**config.mk**
```make
export PLATFORM = sky130hd
export DESIGN_NAME = cdr_lock_ctrl
export DESIGN_NICKNAME = d
export VERILOG_FILES = /design/src/rtl/cdr_ctrl_pkg.sv /design/src/rtl/cdr_win_acc.sv /design/src/rtl/cdr_lock_ctrl.sv
export SDC_FILE = /design/constraint.sdc
export NUM_CORES = 1
export LEC_CHECK = 0
export CAP_MARGIN = 30
export CORE_UTILIZATION = 55
export CTS_CLUSTER_DIAMETER = 60
export DETAILED_ROUTE_END_ITERATION = 6
export PLACE_DENSITY = 0.78
export SYNTH_ARGS = -nofsm -noshare
export SYNTH_HDL_FRONTEND = slang
export SYNTH_SLANG_ARGS = --single-unit
```
**constraint.sdc**
```tcl
create_clock -name clk -period 7.7 [get_ports clk]
set_clock_uncertainty 0.2 [all_clocks]
set_input_delay 1.54 -clock clk [delete_from_list [all_inputs] [get_ports clk]]
set_output_delay 1.54 -clock clk [all_outputs]
set_load 0.005 [all_outputs]
```
**src/rtl/cdr_ctrl_pkg.sv**
```systemverilog
// Shared definitions for the CDR lock controller: state encoding, parameter defaults
// and a small width helper.
package cdr_ctrl_pkg;

    typedef enum logic [1:0] {
        ST_SETTLE = 2'd0,
        ST_ACQ    = 2'd1,
        ST_TRACK  = 2'd2,
        ST_LOCK   = 2'd3
    } cdr_state_e;

    localparam int SETTLE_CYC_DEF = 16;
    localparam int WIN_DEF        = 64;
    localparam int FAST_STEP_DEF  = 2;
    localparam int ACQ_TH_DEF     = 8;
    localparam int LOCK_TH_DEF    = 4;
    localparam int UNLOCK_TH_DEF  = 16;

    localparam logic [5:0] VS_RST = 6'd8;

    // Counter width that still holds n-1, never zero bits wide.
    function automatic int cw(input int n);
        return (n > 1) ? $clog2(n) : 1;
    endfunction

endpackage

```
**src/rtl/cdr_win_acc.sv**
```systemverilog
// Vote window accumulator: counts accepted votes, tracks signed up-minus-down net,
// and flags the WIN-th vote together with |net| including that vote.
module cdr_win_acc
    import cdr_ctrl_pkg::*;
#(
    parameter int  WIN = WIN_DEF,
    localparam int AW  = cw(WIN) + 1
) (
    input  logic          clk,
    input  logic          rst,
    input  logic          clr,
    input  logic          acc,
    input  logic          up,
    input  logic          down,
    output logic          win_end,
    output logic [AW-1:0] abs_net
);

    localparam int CW = cw(WIN);
    localparam int NW = AW + 1;

    logic        [CW-1:0] cnt_q;
    logic signed [NW-1:0] net_q, net_d;

    always_comb begin
        net_d = net_q;
        if (up && !down)      net_d = net_q + NW'(1);
        else if (down && !up) net_d = net_q - NW'(1);
        abs_net = net_d[NW-1] ? AW'(-net_d) : AW'(net_d);
        win_end = acc && (cnt_q == CW'(WIN - 1));
    end

    always_ff @(posedge clk) begin
        if (rst || clr) begin
            cnt_q <= '0;
            net_q <= '0;
        end else if (acc) begin
            // The evaluating vote is consumed by the window that ends with it.
            if (win_end) begin
                cnt_q <= '0;
                net_q <= '0;
            end else begin
                cnt_q <= cnt_q + CW'(1);
                net_q <= net_d;
            end
        end
    end

endmodule

```
**src/rtl/cdr_lock_ctrl.sv**
```systemverilog
// CDR lock controller: steps the phase-interpolator code from phase-detector votes and
// walks SETTLE -> ACQ -> TRACK -> LOCK based on per-window net vote balance.
module cdr_lock_ctrl
    import cdr_ctrl_pkg::*;
#(
    parameter int SETTLE_CYC = SETTLE_CYC_DEF,
    parameter int WIN        = WIN_DEF,
    parameter int FAST_STEP  = FAST_STEP_DEF,
    parameter int ACQ_TH     = ACQ_TH_DEF,
    parameter int LOCK_TH    = LOCK_TH_DEF,
    parameter int UNLOCK_TH  = UNLOCK_TH_DEF
) (
    input  logic       clk,
    input  logic       rst,
    input  logic       vote_vld,
    input  logic       up,
    input  logic       down,
    input  logic       freeze,
    input  logic       ovr_en,
    input  logic [5:0] ovr_code,
    output logic [5:0] vs,
    output logic       locked,
    output logic       lock_lost,
    output logic [1:0] state
);

    localparam int SW = cw(SETTLE_CYC);
    localparam int AW = cw(WIN) + 1;

    cdr_state_e    state_q, state_d;
    logic [SW-1:0] settle_q, settle_d;
    logic [5:0]    vs_q, vs_d;
    logic          locked_q, locked_d;
    logic          lost_q, lost_d;
    logic          acc, win_end;
    logic [AW-1:0] abs_net;
    logic [5:0]    step;

    assign acc = vote_vld && !freeze && !ovr_en && (state_q != ST_SETTLE);

    cdr_win_acc #(.WIN(WIN)) u_win_acc (
        .clk     (clk),
        .rst     (rst),
        .clr     (ovr_en),
        .acc     (acc),
        .up      (up),
        .down    (down),
        .win_end (win_end),
        .abs_net (abs_net)
    );

    always_comb begin
        state_d  = state_q;
        settle_d = settle_q;
        vs_d     = vs_q;
        locked_d = locked_q;
        lost_d   = 1'b0;
        // Step follows the state the vote arrived in, even if that vote moves the FSM.
        step     = (state_q == ST_ACQ) ? 6'(FAST_STEP) : 6'd1;

        if (ovr_en) begin
            state_d  = ST_SETTLE;
            settle_d = '0;
            vs_d     = ovr_code;
            locked_d = 1'b0;
        end else if (!freeze) begin
            if (state_q == ST_SETTLE) begin
                if (settle_q == SW'(SETTLE_CYC - 1)) begin
                    state_d  = ST_ACQ;
                    settle_d = '0;
                end else begin
                    settle_d = settle_q + SW'(1);
                end
            end
            if (acc) begin
                if (up && !down)      vs_d = vs_q + step;
                else if (down && !up) vs_d = vs_q - step;
                if (win_end) begin
                    case (state_q)
                        ST_ACQ:   if (int'(abs_net) <= ACQ_TH) state_d = ST_TRACK;
                        ST_TRACK: if (int'(abs_net) <= LOCK_TH) begin
                            state_d  = ST_LOCK;
                            locked_d = 1'b1;
                        end
                        ST_LOCK:  if (int'(abs_net) > UNLOCK_TH) begin
                            state_d  = ST_ACQ;
                            locked_d = 1'b0;
                            lost_d   = 1'b1;
                        end
                        default: ;
                    endcase
                end
            end
        end
    end

    always_ff @(posedge clk) begin
        if (rst) begin
            state_q  <= ST_SETTLE;
            settle_q <= '0;
            vs_q     <= VS_RST;
            locked_q <= 1'b0;
            lost_q   <= 1'b0;
        end else begin
            state_q  <= state_d;
            settle_q <= settle_d;
            vs_q     <= vs_d;
            locked_q <= locked_d;
            lost_q   <= lost_d;
        end
    end

    assign vs        = vs_q;
    assign locked    = locked_q;
    assign lock_lost = lost_q;
    assign state     = state_q;

endmodule
```
==> reports/results.ini, run 1 <==
[sta]
hold_ws_ns = 0.280
max_freq_ghz = 0.213
worst_pin_slew_ns = 0.609
slew_headroom_pct = 59.1
finalMaxSlewViolations = 0
final-hold-violation-count = 0
rsz0062_at_grt = false
setup_violations = 0
fin_crit_sh_pct = 61.1
setup_tns_ns = 0
period_needed_ns = 4.70

[grt]
grt_max_degree = 20
track_usage_pct = 22.7
first_global_vias = 1659
grt_first_pass_wirelength_um = 7330
antenna_found_initial = 0
grt.overflow.total = 0

[logic_synthesis]
ys_seq_elements = 28
yosysTopAreaCellShare_pct = 26.7
synth_area_leaders = dfxtp_1 27%, nor2_1 7.5%, ha_1 6.0%, a21oi_1 5.0%, nand2_1 4.1%
yosysMostFrequentCell = nor2_1
syn_nets = 273
seq_area_frac_synth_pct = 26.7
synth_cells = 249
synth_edf_count = 0
synth_largest_area_cell = dfxtp_1
avgSynthCellArea_um2 = 8.42
synth_cell_types = 69
yosysWarnings = 0
synth-main-ff-cell = dfxtp_1
synthArstFlopShare_pct = 0
synth_common_cells = 42 x nor2_1, 28 x dfxtp_1, 23 x nand2_1
synth_area_um2 = 2100

[detailed_routing]
ant_nets = 0
dr.pass1.iters = 4
drc = 0
routedWlPerCell_um = 13.4
drtIter0Drc = 129
wl_um = 4190
vias = 1742
via_per_inst = 5.57

[place]
dp_hpwl_um = 3120
io_buffers = 22
place_congestion = 0.838

[finish]
antenna_cells = 0
nNetsFinal = 290
nFillCells = 324
area_delta_synth_final_pct = 11.9
layout-drive-gt1-share_pct = 12.8
final_util_pct = 64.1

[clocking]
clockBufferDepth = 2
h-tree-depth = 1
cts-hold-fix-buffers = 0
clkTransAtPathRegs_ns = 0.10
postCtsSetupBuffers = 0
cts_buffers = 3
clkSinkCount = 28
cts-resized-gates = 0
root_buffer = clkbuf_8
cts_tree = built
clkLatencyLatePin_ns = 0.28

[critical_path]
max_stage_delay_ns = 0.59
worstPathRequired_ns = 7.68
crit_path_start_kind = primary input
crit_fanout = 7
criticalPathCategory = primary input to register
cp.arrival_ns = 4.68
reg2regPathDepth = 11
crit_chain = clkdlybuf4s50_1, nor2b_1, nor2_1, xnor2_1, inv_1, ha_1, nor3b_1, and3_2, o21ai_0, a311o_1, nor3b_2
crit_slowest_cell = clkdlybuf4s50_1
setup.worst_path.end_class = register

[die]
die_area_um2 = 4060
core_area_um2 = 3660
fp.dieH_um = 63.7
ios = 23
start_util_pct = 57.2
die_width_um = 63.7
row_count = 22

[power_and_ir_drop]
peakVddDrop_v = 0.000108
p_leak_uw = 0.000829
pwr_density_cell_nw_per_um2 = 141

[job]
drv_cap = 0

[worst_hold_path]
hp-class = register to register
hold_depth = 2

[run_status]
status = finished, final reports clean

worst paths after layout:
kind | to | startpoint | slack, ns
max | state[1]$_SDFFE_PP0N_ | up | 3.00
min | vs[5]$_SDFFE_PP0P_ | vs[5]$_SDFFE_PP0P_ | 0.28
max reg2reg | state[1]$_SDFFE_PP0N_ | u_win_acc.net_q[0]$_SDFFE_PP0P_ | 4.59
min reg2reg | vs[5]$_SDFFE_PP0P_ | vs[5]$_SDFFE_PP0P_ | 0.28
critical path, delay by kind of cell:
kind / cells / cell delay [ns]
buf+inv: 2 / 0.68
compound gates: 2 / 0.46
xor+xnor: 1 / 0.22
fa+ha+maj: 1 / 0.23
simple gates: 5 / 1.55
routing by layer:
layer | up-vias | global-route usage (%) | wire length [um]
met3 | 5 | 2.86 | 124
met5 | - | 0 | 0
met1 | 796 | 29.0 | 1990
met2 | 29 | 38.7 | 2010
li1 | 912 | - | -
met4 | 0 | 8.81 | 61
stage by stage:
step / cells / cell area (um2) / total power [uW] / setup WS (ns)
2_1_floorplan: 249 / 2100 / 196 / 3.80
3_3_place_gp: 309 / 2270 / 212 / 2.90
3_5_place_dp: 309 / 2270 / 213 / 2.74
4_1_cts: 313 / 2350 / 334 / 3.04
5_1_grt: 313 / 2350 / 344 / 2.75
6_report: 313 / 2350 / 330 / 3.00
layout make-up:
cell class | instances | area (um2) | area share, %
Multi-Input combinational cell | 201 | 1390 | 59.2
Tap cell | 48 | 60.1 | 2.56
Sequential cell | 28 | 561 | 23.9
Timing Repair Buffer | 24 | 235 | 10.0
Clock buffer | 3 | 41.3 | 1.76
Inverter | 8 | 30.0 | 1.28
Clock inverter | 1 | 30.0 | 1.28
kinds of logic (layout without fill, tap and decap cells):
| logic type | after synthesis | count (layout) | synth area share (%) |
|---|---|---|---|
| buffers and inverters | 20 | 36 | 6.98 |
| muxes | 4 | 4 | 1.97 |
| and+or+nand+nor | 104 | 104 | 24.1 |
| xor gates and xnor gates | 18 | 18 | 9.49 |
| DFF | 28 | 28 | 26.7 |
| AOI/OAI and AO/OA | 63 | 63 | 23.3 |
| adders and majority gates | 12 | 12 | 7.40 |
state kept, by name (all words and copies together) (netlist names):
name             flops
locked               1
u_win_acc.cnt_q      6
state                2
settle_q             4
lock_lost            1
vs                   6
u_win_acc.net_q      8
power breakdown:
part | total [uW] | switching, uW | internal, uW | leakage (uW)
clock | 120 | 50.4 | 69.8 | 0.0000357
combinational | 61.1 | 31.0 | 30.1 | 0.000567
sequential | 149 | 1.97 | 147 | 0.000227
placed cells by master (no fill, tap or decap), drive strengths merged, types with 2 or more instances in the layout:
master and count:
nor2 42, dfxtp 28, nand2 23, clkdlybuf4s50 22, a21oi 22, ha 10, xnor2 10, inv 8
a22oi 8, xor2 8, nor3 7, o21ai 5, nand3 4, and3 4, a21o 4, or2 4
nor2b 3, nand2b 3, or3 3, mux2i 3, clkbuf 3, o22ai 3, nor3b 3, nand3b 3
a21boi 3, nor4 2, a31oi 2, o211ai 2, o2bb2ai 2, nand4 2, buf 2, o32ai 2
Power figures use the tool's default switching activity.
==> inputs of run 2 (changes only) <==
- clock period: 7.7 -> 4.95 ns (I/O delays scaled with it)
==> reports/results.ini, run 2 (synthesized netlist as in run 1, its figures left out) <==
[die]
ios = 23
core_area_um2 = 3660
die_area_um2 = 4060
die_width_um = 63.7
row_count = 22
fp.dieH_um = 63.7
start_util_pct = 57.2

[detailed_routing]
dr.pass1.iters = 4
vias = 1721
ant_nets = 0
wl_um = 4160
drtIter0Drc = 86
routedWlPerCell_um = 13.3
via_per_inst = 5.50
drc = 0

[finish]
nFillCells = 319
regMostFlops = u_win_acc.net_q
area_delta_synth_final_pct = 11.9
nNetsFinal = 290
largest_reg_flops = 8
layout-drive-gt1-share_pct = 12.8
mostFrequentLayoutCell = nor2_1
final_cell_mix = 42 x nor2_1, 28 x dfxtp_1, 23 x nand2_1, 22 x clkdlybuf4s50_1, 21 x a21oi_1
fin_area_um2 = 2350
antenna_cells = 0

[critical_path]
startpoint = up
r2r_start = u_win_acc.net_q[0]$_SDFFE_PP0P_
cp-endpoint = state[1]$_SDFFE_PP0N_
crit_path_start_kind = primary input
reg2regPathDepth = 11
worstPathRequired_ns = 4.92
rr_endpoint = state[1]$_SDFFE_PP0N_
cp.arrival_ns = 4.05
ff2ff_setup_slack_ns = 1.83
setup.worst_path.end_class = register
criticalPathCategory = primary input to register
crit_fanout = 7

[power_and_ir_drop]
p_int_uw = 384
p_sw_uw = 123
p_leak_uw = 0.000829
comb_power_share_pct = 18.8
pwr_density_cell_nw_per_um2 = 216
seqPwrFrac_pct = 45.7
clockPowerShare_pct = 35.6
p_sw_share_pct = 24.3
peakVddDrop_v = 0.000174
totalPowerFinal_uw = 507

[sta]
fin_crit_sh_pct = 82.5
worst_slack_ns = 0.868
worst_pin_slew_ns = 0.695
finalMaxSlewViolations = 0
rsz0062_at_grt = false
setup_tns_ns = 0
final-hold-violation-count = 0
period_needed_ns = 4.08
max_freq_ghz = 0.245
slew_headroom_pct = 53.4
setup_violations = 0

[clocking]
h-tree-depth = 1
root_buffer = clkbuf_8
clkTransAtPathRegs_ns = 0.09
cts_tree = built
cts_buffers = 3
cts-resized-gates = 0
clkLatencyLatePin_ns = 0.28
clockBufferDepth = 2
clkSinkCount = 28
cts-hold-fix-buffers = 0
postCtsSetupBuffers = 0

[place]
dp_hpwl_um = 3140
io_buffers = 22
dpl_worst_slack_ns = 0.602
place_congestion = 0.835
placedInstanceArea_um2 = 2270

[grt]
track_usage_pct = 22.3
grt_first_pass_wirelength_um = 7200
first_global_vias = 1680
antenna_found_initial = 0
grt.overflow.total = 0
grt_max_degree = 20

[run_status]
status = finished, final reports clean

[job]
drv_cap = 0

[worst_hold_path]
hp-class = register to register

==> run 2: per-layer routing <==
| metal | global-route usage, % | up-vias | routed length, um |
|---|---|---|---|
| li1 | - | 910 | - |
| met1 | 27.6 | 793 | 2090 |
| met2 | 39.8 | 16 | 1940 |
| met3 | 3.75 | 2 | 100 |
| met4 | 5.11 | 0 | 25 |
| met5 | 0 | - | 0 |
==> run 2: worst min-delay path by stage <==
stage | start | end | slack (ns) | depth (start not counted)
4_1_cts | u_win_acc.cnt_q[5]$_SDFFE_PP0P_ | u_win_acc.cnt_q[5]$_SDFFE_PP0P_ | 0.29 | 1
3_3_place_gp | u_win_acc.cnt_q[1]$_SDFFE_PP0P_ | u_win_acc.cnt_q[1]$_SDFFE_PP0P_ | 0.26 | 2
5_1_grt | u_win_acc.cnt_q[5]$_SDFFE_PP0P_ | u_win_acc.cnt_q[5]$_SDFFE_PP0P_ | 0.32 | 1
3_5_place_dp | u_win_acc.cnt_q[5]$_SDFFE_PP0P_ | u_win_acc.cnt_q[5]$_SDFFE_PP0P_ | 0.27 | 1
6_report | u_win_acc.cnt_q[5]$_SDFFE_PP0P_ | u_win_acc.cnt_q[5]$_SDFFE_PP0P_ | 0.29 | 1
2_1_floorplan | u_win_acc.cnt_q[5]$_SDFFE_PP0P_ | u_win_acc.cnt_q[5]$_SDFFE_PP0P_ | 0.25 | 1
==> run 2: cell type report <==
type                    instances  area, um2  share of cell area, %
multi-input cells             201       1390                   59.2
repair buffers                 24        235                   10.0
well taps                      48       60.1                   2.56
clock inverters                 1       30.0                   1.28
flip-flops and latches         28        561                   23.9
clock buffers                   3       41.3                   1.76
inverters                       8       30.0                   1.28
==> run 2: through the flow <==
step	hold WS (ns)	instances	util, %
2_1_floorplan	0.249	249	-
6_report	0.288	313	64.1
5_1_grt	0.318	313	64.1
4_1_cts	0.285	313	64.1
3_5_place_dp	0.271	309	62.1
3_3_place_gp	0.264	309	62.1
==> run 2: worst max-delay path: stages <==
cell and delay, ns:
clkdlybuf4s50_1 0.60, nor2b_1 0.44, nor2_1 0.19, xnor2_1 0.21, inv_1 0.09, ha_1 0.25, nor3b_1 0.43, and3_2 0.24
o21ai_0 0.06, a311o_1 0.39, nor3b_2 0.16
==> run 2: power groups by stage <==
stage | clock network, uW | registers [uW] | logic, uW
final | 180 | 232 | 95.2
after global routing | 195 | 232 | 105
after CTS | 185 | 232 | 95.3
after detailed placement | 0 | 237 | 94.5
after global placement | 0 | 237 | 93.5
after floorplan | 0 | 237 | 67.9
==> inputs of run 3 (changes only) <==
- clock period: 4.95 -> 4.2 ns (I/O delays scaled with it)
==> reports/results.ini, run 3 (synthesized netlist as in run 1, its figures left out) <==
[run_status]
status = finished, final reports clean

[power_and_ir_drop]
totalPowerFinal_uw = 603
clockPowerShare_pct = 35.8
pwr_density_cell_nw_per_um2 = 255
peakVddDrop_v = 0.000223
p_sw_share_pct = 24.8
comb_power_share_pct = 19.0
seqPwrFrac_pct = 45.2
p_sw_uw = 149
p_leak_uw = 0.000839
p_int_uw = 454

[detailed_routing]
wl_um = 4160
dr.pass1.iters = 4
drc = 0
vias = 1757
via_per_inst = 5.58
ant_nets = 0
routedWlPerCell_um = 13.2
drtIter0Drc = 102

[critical_path]
crit_fanout = 7
setup.worst_path.end_class = register
crit_path_start_kind = primary input
cp.arrival_ns = 3.81
ff2ff_setup_slack_ns = 1.10
worstPathRequired_ns = 4.18
criticalPathCategory = primary input to register

[grt]
first_global_vias = 1738
track_usage_pct = 23.0
grt_first_pass_wirelength_um = 7510
grt.overflow.total = 0
antenna_found_initial = 0
grt_max_degree = 23

[die]
row_count = 22
ios = 23
core_area_um2 = 3660
fp.dieH_um = 63.7
start_util_pct = 57.2
die_area_um2 = 4060
die_width_um = 63.7

[clocking]
clkTransAtPathRegs_ns = 0.10
clkSinkCount = 28
cts_tree = built
postCtsSetupBuffers = 0
cts-hold-fix-buffers = 0
cts-resized-gates = 0
h-tree-depth = 1
clockBufferDepth = 2
cts_buffers = 3
root_buffer = clkbuf_8
clkLatencyLatePin_ns = 0.28

[sta]
setup_tns_ns = 0
finalMaxSlewViolations = 0
fin_crit_sh_pct = 91.3
max_freq_ghz = 0.261
rsz0062_at_grt = false
period_needed_ns = 3.84
setup_violations = 0
hold_ws_ns = 0.280
slew_headroom_pct = 57.7
worst_pin_slew_ns = 0.631
worst_slack_ns = 0.364
final-hold-violation-count = 0

[finish]
final_util_pct = 64.5
regArea_um2 = 561
layout-drive-gt1-share_pct = 13.5
final_cell_mix = 42 x nor2_1, 28 x dfxtp_1, 23 x nand2_1, 22 x clkdlybuf4s50_1, 21 x a21oi_1
largest_reg_flops = 8
multiInputGateArea_um2 = 1390
antenna_cells = 0
area_delta_synth_final_pct = 12.7
mostFrequentLayoutCell = nor2_1
nFillCells = 310
nNetsFinal = 292
regMostFlops = u_win_acc.net_q

[job]
drv_cap = 0

[place]
place_congestion = 0.849
dp_hpwl_um = 3090
dpl_worst_slack_ns = 0.109
io_buffers = 22

[worst_hold_path]
hp-class = register to register

run 3: changes by cell type in the layout (fill, tap and decap cells not counted):
| cell | previous run | this run |
|---|---|---|
| buf_4 | 2 | 4 |
run 3: final timing paths:
check                                                startpoint                    end  cells after the start
worst max-delay path                                       down  state[1]$_SDFFE_PP0N_                     11
worst min-delay path                         vs[5]$_SDFFE_PP0P_     vs[5]$_SDFFE_PP0P_                      2
worst max register to register  u_win_acc.net_q[0]$_SDFFE_PP0P_  state[1]$_SDFFE_PP0N_                     11
worst min register to register               vs[5]$_SDFFE_PP0P_     vs[5]$_SDFFE_PP0P_                      2
run 3: worst max-delay path, stage by stage:
cell and delay [ns]:
clkdlybuf4s50_1 0.48, nor2b_1 0.46, nor2_1 0.20, xnor2_1 0.22
inv_1 0.08, ha_1 0.23, nor3b_1 0.44, and3_2 0.25
o21ai_0 0.07, a311o_1 0.39, nor3b_2 0.16
run 3: area by class of cell:
type / count / share of cell area (%)
well taps: 48 / 2.54
clock buffers: 3 / 1.75
multi-input cells: 201 / 58.8
clock inverters: 1 / 1.27
repair buffers: 26 / 10.6
inverters: 8 / 1.27
flip-flops and latches: 28 / 23.7
run 3: power by group through the flow:
| stage | registers [uW] | clock network, uW | logic [uW] |
|---|---|---|---|
| floorplan | 279 | 0 | 80.0 |
| global placement | 279 | 0 | 111 |
| detailed placement | 279 | 0 | 113 |
| CTS | 273 | 222 | 114 |
| global route | 274 | 231 | 126 |
| finish | 273 | 216 | 114 |
run 3: per-stage QoR:
stage | area, um2 | cells
2_1_floorplan | 2100 | 249
3_3_place_gp | 2290 | 311
3_5_place_dp | 2290 | 311
4_1_cts | 2360 | 315
5_1_grt | 2360 | 315
6_report | 2360 | 315
run 3: layer usage:
layer / part of all wire, % / track usage (%)
met1: 47 / 28.8
met2: 50 / 41.8
met3: 2.3 / 3.75
met4: 0.58 / 3.41
met5: 0 / 0
